--- src/rtl/barrel_shifter_8_bit.sv ---
// Registered 8-bit barrel shifter/rotator with carry in/out and one-cycle latency.
// Optional macro ZERO_FLAG_EN adds a registered Zero_Out flag for an all-zero result.
module barrel_shifter_8_bit (
    input  logic       Clock_In,
    input  logic       Reset_In,
    input  logic       Enable_In,
    input  logic [2:0] Shifter_Mode_In,
    input  logic [2:0] Shift_Bits_Length_In,
    input  logic       Carry_In,
    input  logic [7:0] Data_In,
    output logic [7:0] Shifted_Data_Out,
    output logic       Carry_Out
`ifdef ZERO_FLAG_EN
    ,
    output logic       Zero_Out
`endif
);

    typedef enum logic [2:0] {
        LOGICAL_SHIFT_LEFT         = 3'h0,
        LOGICAL_SHIFT_RIGHT        = 3'h1,
        ARITHMETIC_SHIFT_LEFT      = 3'h2,
        ARITHMETIC_SHIFT_RIGHT     = 3'h3,
        ROTATE_LEFT                = 3'h4,
        ROTATE_RIGHT               = 3'h5,
        ROTATE_LEFT_THROUGH_CARRY  = 3'h6,
        ROTATE_RIGHT_THROUGH_CARRY = 3'h7
    } shift_mode_e;

    // One single-bit step on the 9-bit {carry, data} word. Shifts and plain
    // rotates overwrite the carry each step, so after the final step it holds
    // the last bit that left the byte; with n = 0 no step runs and the word
    // passes through with Carry_In untouched.
    function automatic logic [8:0] one_step(input shift_mode_e mode, input logic [8:0] v);
        logic       c;
        logic [7:0] d;
        logic [8:0] r;
        c = v[8];
        d = v[7:0];
        r = v;
        case (mode)
            LOGICAL_SHIFT_LEFT,
            ARITHMETIC_SHIFT_LEFT:      r = {d[7], d[6:0], 1'b0};
            LOGICAL_SHIFT_RIGHT:        r = {d[0], 1'b0, d[7:1]};
            ARITHMETIC_SHIFT_RIGHT:     r = {d[0], d[7], d[7:1]};
            ROTATE_LEFT:                r = {d[7], d[6:0], d[7]};
            ROTATE_RIGHT:               r = {d[0], d[0], d[7:1]};
            ROTATE_LEFT_THROUGH_CARRY:  r = {d[7], d[6:0], c};
            ROTATE_RIGHT_THROUGH_CARRY: r = {d[0], c, d[7:1]};
            default:                    r = v;
        endcase
        return r;
    endfunction

    function automatic logic [8:0] two_steps(input shift_mode_e mode, input logic [8:0] v);
        return one_step(mode, one_step(mode, v));
    endfunction

    function automatic logic [8:0] four_steps(input shift_mode_e mode, input logic [8:0] v);
        return two_steps(mode, two_steps(mode, v));
    endfunction

    shift_mode_e mode;
    logic [8:0]  stage_0;
    logic [8:0]  stage_1;
    logic [8:0]  stage_2;
    logic [8:0]  stage_4;

    assign mode = shift_mode_e'(Shifter_Mode_In);

    // Log shifter: stages of 1, 2 and 4 steps, each bypassed when its bit of n is 0.
    // NOTE: every always_comb output is assigned on every path, so no latch is inferred.
    always_comb begin
        stage_0 = {Carry_In, Data_In};
        stage_1 = Shift_Bits_Length_In[0] ? one_step(mode, stage_0)   : stage_0;
        stage_2 = Shift_Bits_Length_In[1] ? two_steps(mode, stage_1)  : stage_1;
        stage_4 = Shift_Bits_Length_In[2] ? four_steps(mode, stage_2) : stage_2;
    end

    // NOTE: registered state uses non-blocking assignments so all flops sample together.
    always_ff @(posedge Clock_In) begin
        if (Reset_In) begin
            Shifted_Data_Out <= 8'h00;
            Carry_Out        <= 1'b0;
        end else if (Enable_In) begin
            Shifted_Data_Out <= stage_4[7:0];
            Carry_Out        <= stage_4[8];
        end
    end

`ifdef ZERO_FLAG_EN
    always_ff @(posedge Clock_In) begin
        if (Reset_In) begin
            Zero_Out <= 1'b0;
        end else if (Enable_In) begin
            Zero_Out <= (stage_4[7:0] == 8'h00);
        end
    end
`endif

endmodule

--- config.mk ---
export PLATFORM = sky130hd
export DESIGN_NAME = barrel_shifter_8_bit
export DESIGN_NICKNAME = d
export VERILOG_FILES = /design/src/rtl/barrel_shifter_8_bit.sv
export SDC_FILE = /design/constraint.sdc
export NUM_CORES = 1
export LEC_CHECK = 0
export ABC_CLOCK_PERIOD_IN_PS = 3710
export CAP_MARGIN = 30
export CORE_ASPECT_RATIO = 1.2
export CORE_MARGIN = 2
export CORE_UTILIZATION = 25
export CTS_CLUSTER_DIAMETER = 80
export CTS_CLUSTER_SIZE = 40
export DETAILED_ROUTE_END_ITERATION = 10
export DONT_BUFFER_PORTS = 1
export RECOVER_POWER = 25
export SETUP_SLACK_MARGIN = 0.02
export SLEW_MARGIN = 40
export SYNTH_ARGS = -nofsm -noshare
export SYNTH_HDL_FRONTEND = slang
export SYNTH_SLANG_ARGS = --single-unit
--- constraint.sdc ---
create_clock -name Clock_In -period 3.71 [get_ports Clock_In]
set_input_delay 0.742 -clock Clock_In [delete_from_list [all_inputs] [get_ports Clock_In]]
set_output_delay 0.742 -clock Clock_In [all_outputs]
set_load 0.01 [all_outputs]
* After elaboration in Yosys (flattened, before gate mapping)
Cells that the tools add are included.
** Word-level totals
- Bits of input ports :: 18
- Flip-flop bits (word level) :: 9
- Word-level logic and storage cells :: 21
- Output and inout port bits :: 9
** Cells by class
- Muxes and demuxes :: 10
- Equal/unequal tests :: 7
- Reductions and logical operators :: 2
** Operators with widths (count)
- $pmux 9 s6 :: 4
- $pmux 9 s7 :: 3
- $mux 9 :: 3
- $eq 3x3->1 const B :: 4
- $eq 3x2->1 const B :: 2
- $eq 3x1->1 const B :: 1
- $logic_not 3->1 :: 1
- $reduce_or 2->1 :: 1

* Depth between registers and ports, before layout
- Word-level depth :: 12
- Depth in mapped cells :: 9

* Least setup slack after synthesis
No wires, ideal clock.
- Path type :: input to register
- From :: in Data_In[7]
- To :: reg Shifted_Data_Out[4]
- Stages on the path :: 7
- Slack :: 1.532 ns
- Path buffers :: 1
- Arrival time :: 2.047 ns
- Cells stage by stage :: buf_2 mux2_2 and2_0 or3_1 a211o_1 a31oi_1 nor3_1
** Between the ends
- Longest elaborated chain between the ends :: 10
** Ends and longest elaborated chain
- start, declared :: RTL line 10 : input logic [7:0] Data_In,
- $pmux 9 s7 :: RTL line 41 : case (mode)
- $mux 9 * :: RTL line 75 : stage_1 = Shift_Bits_Length_In[0] ? one_step(mode, stage_0) : stage_0;
- $pmux 9 s6 :: RTL line 41
- $pmux 9 s7 :: RTL line 41
- $mux 9 * :: RTL line 76 : stage_2 = Shift_Bits_Length_In[1] ? two_steps(mode, stage_1) : stage_1;
- $pmux 9 s6 (3 in series) :: RTL line 41
- $pmux 9 s7 :: RTL line 41
- $mux 9 * :: RTL line 77 : stage_4 = Shift_Bits_Length_In[2] ? four_steps(mode, stage_2) : stage_2;
- end signal, assigned :: RTL line 86 : Shifted_Data_Out <= stage_4[7:0];
- end, declared :: RTL line 11 : output logic [7:0] Shifted_Data_Out,
Mark *: on every way between the ends. The rest lies on a longest branch, timed or not.
A chain may end at the register's enable or synchronous reset.

* Worst setup path after layout
- From :: in Shifter_Mode_In[0]
- To :: reg Shifted_Data_Out[0]
** Between the ends
- Longest elaborated chain between the ends :: 12
** Ends and longest elaborated chain
- start, declared :: RTL line 7 : input logic [2:0] Shifter_Mode_In,
- $eq 3x2->1 or $logic_not 3->1 (tied branches) :: RTL line 41
- $reduce_or 2->1 :: RTL line 41
- $pmux 9 s7 :: RTL line 41
- $mux 9 :: RTL line 75
- $pmux 9 s6 :: RTL line 41
- $pmux 9 s7 :: RTL line 41
- $mux 9 :: RTL line 76
- $pmux 9 s6 (3 in series) :: RTL line 41
- $pmux 9 s7 :: RTL line 41
- $mux 9 * :: RTL line 77
Marked as above.

==> flow_metrics.env <==
export IMPL_intPower_uw=234
export IMPL_clock_path_buffers=2
export IMPL_dp_cells=237
export IMPL_critPathSlowestCell="a311o_1"
export IMPL_cts_root_buf="clkbuf_8"
export IMPL_coreArea_um2=5190
export IMPL_r2r_setup_slack_ns=2.96
export IMPL_drc_errors=0
export IMPL_synth_area_leaders="dfxtp_1, a21oi_1, mux2i_1, nand2_1, nor2_1"
export IMPL_wl_per_cell_um=17.7
export IMPL_gp_congestion=0.910
export IMPL_firstDrtPassIters=4
export IMPL_relSlewSlack_pct=60.9
export IMPL_path_buf_inv=0
export IMPL_ios=27
export IMPL_vias=1468
export IMPL_syn_area_um2=1320
export IMPL_layoutNonFillerInstCount=241
export IMPL_ys_ff_latch=9
export IMPL_post_cts_buffers=0
export IMPL_antenna_found_initial=0
export IMPL_fin_crit_sh_pct=52.7
export IMPL_grt_pass1_vias=1406
export IMPL_grt_first_pass_wirelength_mm=7.24
export IMPL_cts_inserted_buffers=3
export IMPL_start_util_pct=25.5
export IMPL_dieArea_um2=5900
export IMPL_ys_flop_type="dfxtp_1"
export IMPL_grt_max_degree=32
export IMPL_seq_power_share_pct=32.9
export IMPL_post_cts_resized=0
export IMPL_p_switching_uw=115
export IMPL_fin_nets=198
export IMPL_rsz0062_at_grt="no"
export IMPL_synth_top_area_share_pct=13.6
export IMPL_fill_cells=574
export IMPL_swShare_pct=33.0
export IMPL_clk_pin_slew_ns=0.05
export IMPL_yosysTopAreaCell="dfxtp_1"
export IMPL_critical_path_arrival_ns=2.08
export IMPL_async_reset_ff_share_pct=0
export IMPL_hold_viol=0
export IMPL_synthToLayoutAreaGrowth_pct=2.84
export IMPL_synth_edf_count=0
export IMPL_track_usage_pct=15.1
export IMPL_yosysSeqAreaShare_pct=13.6
export IMPL_finalSetupTns_ns=0
export IMPL_synth_nets=208
export IMPL_power_density_nw_per_um2=256
export IMPL_cts_sinks=9
export IMPL_slew_viol_final=0
export IMPL_crit_fanout=31
export IMPL_cp_top_family="compound AO/OA/AOI/OAI gates"
export IMPL_ys_warn_count=0
export IMPL_drive_gt1_share_pct=8.38
export IMPL_overflow=0
export IMPL_row_count=29
export IMPL_antenna_left=0
export IMPL_critPathKind="in -> reg"
export IMPL_status="complete, no violations"
export IMPL_diodes=0
export IMPL_worst_path_stages=6
export IMPL_cpPeakStageDelay_ns=0.35
export IMPL_maxCapViolations=0
export IMPL_p_total_uw=349
export IMPL_critPathCaptureType="flop"
export IMPL_power_leakage_nw=0.504
export IMPL_regArea_um2=180
export IMPL_viasPerCell=6.09
export IMPL_reg2regPathDepth=2
export IMPL_fmax_mhz=511
export IMPL_io_buffer_count=0
export IMPL_combPwrFrac_pct=33.3
export IMPL_multiInputGateArea_um2=1040
export IMPL_cp_start_kind="input pin"
export IMPL_syn_area_per_cell_um2=6.97
export IMPL_min_delay_path_depth=2
export IMPL_dieWidth_um=70.4
export IMPL_ys_types=50
export IMPL_cts_htree_levels=1
export IMPL_synth_cells=190
export IMPL_finalWirelength_mm=4.26
export IMPL_crit_required_ns=3.84
export IMPL_max_vdd_ir_drop_mv=0.199
export IMPL_clkPwrFrac_pct=33.8
export IMPL_r2r_end="Shifted_Data_Out[5]"
export IMPL_clock_latency_ns=0.24
export IMPL_hpwl_mm=3.14
export IMPL_postCtsHoldBufs=0
export IMPL_finalSetupViolations=0
export IMPL_mostFrequentLayoutCells="nand2_1, a21oi_1, nor2_1, mux2i_1, dfxtp_1"
export IMPL_critPathCapture="Shifted_Data_Out[0]"
export IMPL_holdCritPathClass="reg -> reg"
export IMPL_reg2reg_from="Shifted_Data_Out[5]"
export IMPL_min_period_ns=1.96
export IMPL_crit_chain="and3b_1 -> a311o_1 -> o311ai_2 -> o21ai_2 -> a221oi_2 -> nor3_1"
export IMPL_final_common_cell="nand2_1"
export IMPL_fin_skew_ns=0
export IMPL_critPathLaunch="Shifter_Mode_In[0]"
export IMPL_worstMarginPinSlew_ns=0.583
export IMPL_cts_tree="done"
export IMPL_first_iter_violations=131
export IMPL_die_height_um=83.7
through the flow:
step	util [%]	worst slack (ns)	area [µm²]	hold slack, ns
2_1_floorplan	-	1.53	1320	0.494
3_3_place_gp	25.4	1.53	1320	0.509
3_5_place_dp	25.4	1.53	1320	0.522
4_1_cts	26.2	1.78	1360	0.532
5_1_grt	26.2	1.69	1360	0.565
6_report	26.2	1.75	1360	0.528
logic make-up (layout without fill, tap and decap cells):
kind of cell	after synthesis	after routing	synth area share [%]
buffers and inverters	19	8	7.56
multiplexers	17	17	15.2
flip-flops	9	9	13.6
AND/OR/NAND/NOR	83	83	30.9
AO/OA/AOI/OAI	62	62	32.7
worst min-delay path by stage:
| stage | start | end | slack, ns |
|---|---|---|---|
| after floorplan | Shifted_Data_Out[3] | Shifted_Data_Out[3] | 0.49 |
| after global placement | Shifted_Data_Out[3] | Shifted_Data_Out[3] | 0.51 |
| after detailed placement | Shifted_Data_Out[3] | Shifted_Data_Out[3] | 0.52 |
| after CTS | Shifted_Data_Out[3] | Shifted_Data_Out[3] | 0.53 |
| after global routing | Shifted_Data_Out[3] | Shifted_Data_Out[3] | 0.56 |
| final | Shifted_Data_Out[3] | Shifted_Data_Out[3] | 0.53 |
per-layer routing:
metal | GRT usage [%] | vias to the layer above | wire length, µm
met5 | 0 | - | 0
met4 | 5.77 | 0 | 128
met3 | 4.23 | 11 | 437
met2 | 23.2 | 63 | 1920
met1 | 19.9 | 707 | 1780
li1 | - | 687 | -
flip-flops by register name (all words and copies together), names as in the netlist:
name	cells
Shifted_Data_Out	8
Carry_Out	1
cells in the mapped netlist (4+ instances only):
cell and count:
mux2_2 5, a21oi_1 20, o21ai_0 8, dfxtp_1 9
nand2b_1 7, a211oi_1 4, nor3_1 7, clkbuf_1 7
nand3_1 4, and2_1 4, nor2b_1 5, mux2i_1 10
nand2_1 23, nor2_1 19
area by class of cell:
type / instances / area share, %
Tap cell: 62 / 5.70
Multi-Input combinational cell: 162 / 76.7
Clock buffer: 4 / 3.31
Inverter: 4 / 1.10
Sequential cell: 9 / 13.2
power groups by stage:
stage	clock, mW	sequential, mW	combinational, mW
2_1_floorplan	0	0.115	0.113
3_3_place_gp	0	0.117	0.114
3_5_place_dp	0	0.117	0.113
4_1_cts	0.120	0.115	0.114
5_1_grt	0.124	0.116	0.129
6_report	0.118	0.115	0.116
worst reg2reg max path, cell delays in order, from the launching register on:
cell and delay [ns]:
dfxtp_1 0.38, o22ai_1 0.09, nor4_1 0.18
(Power assumes the default switching activity.)
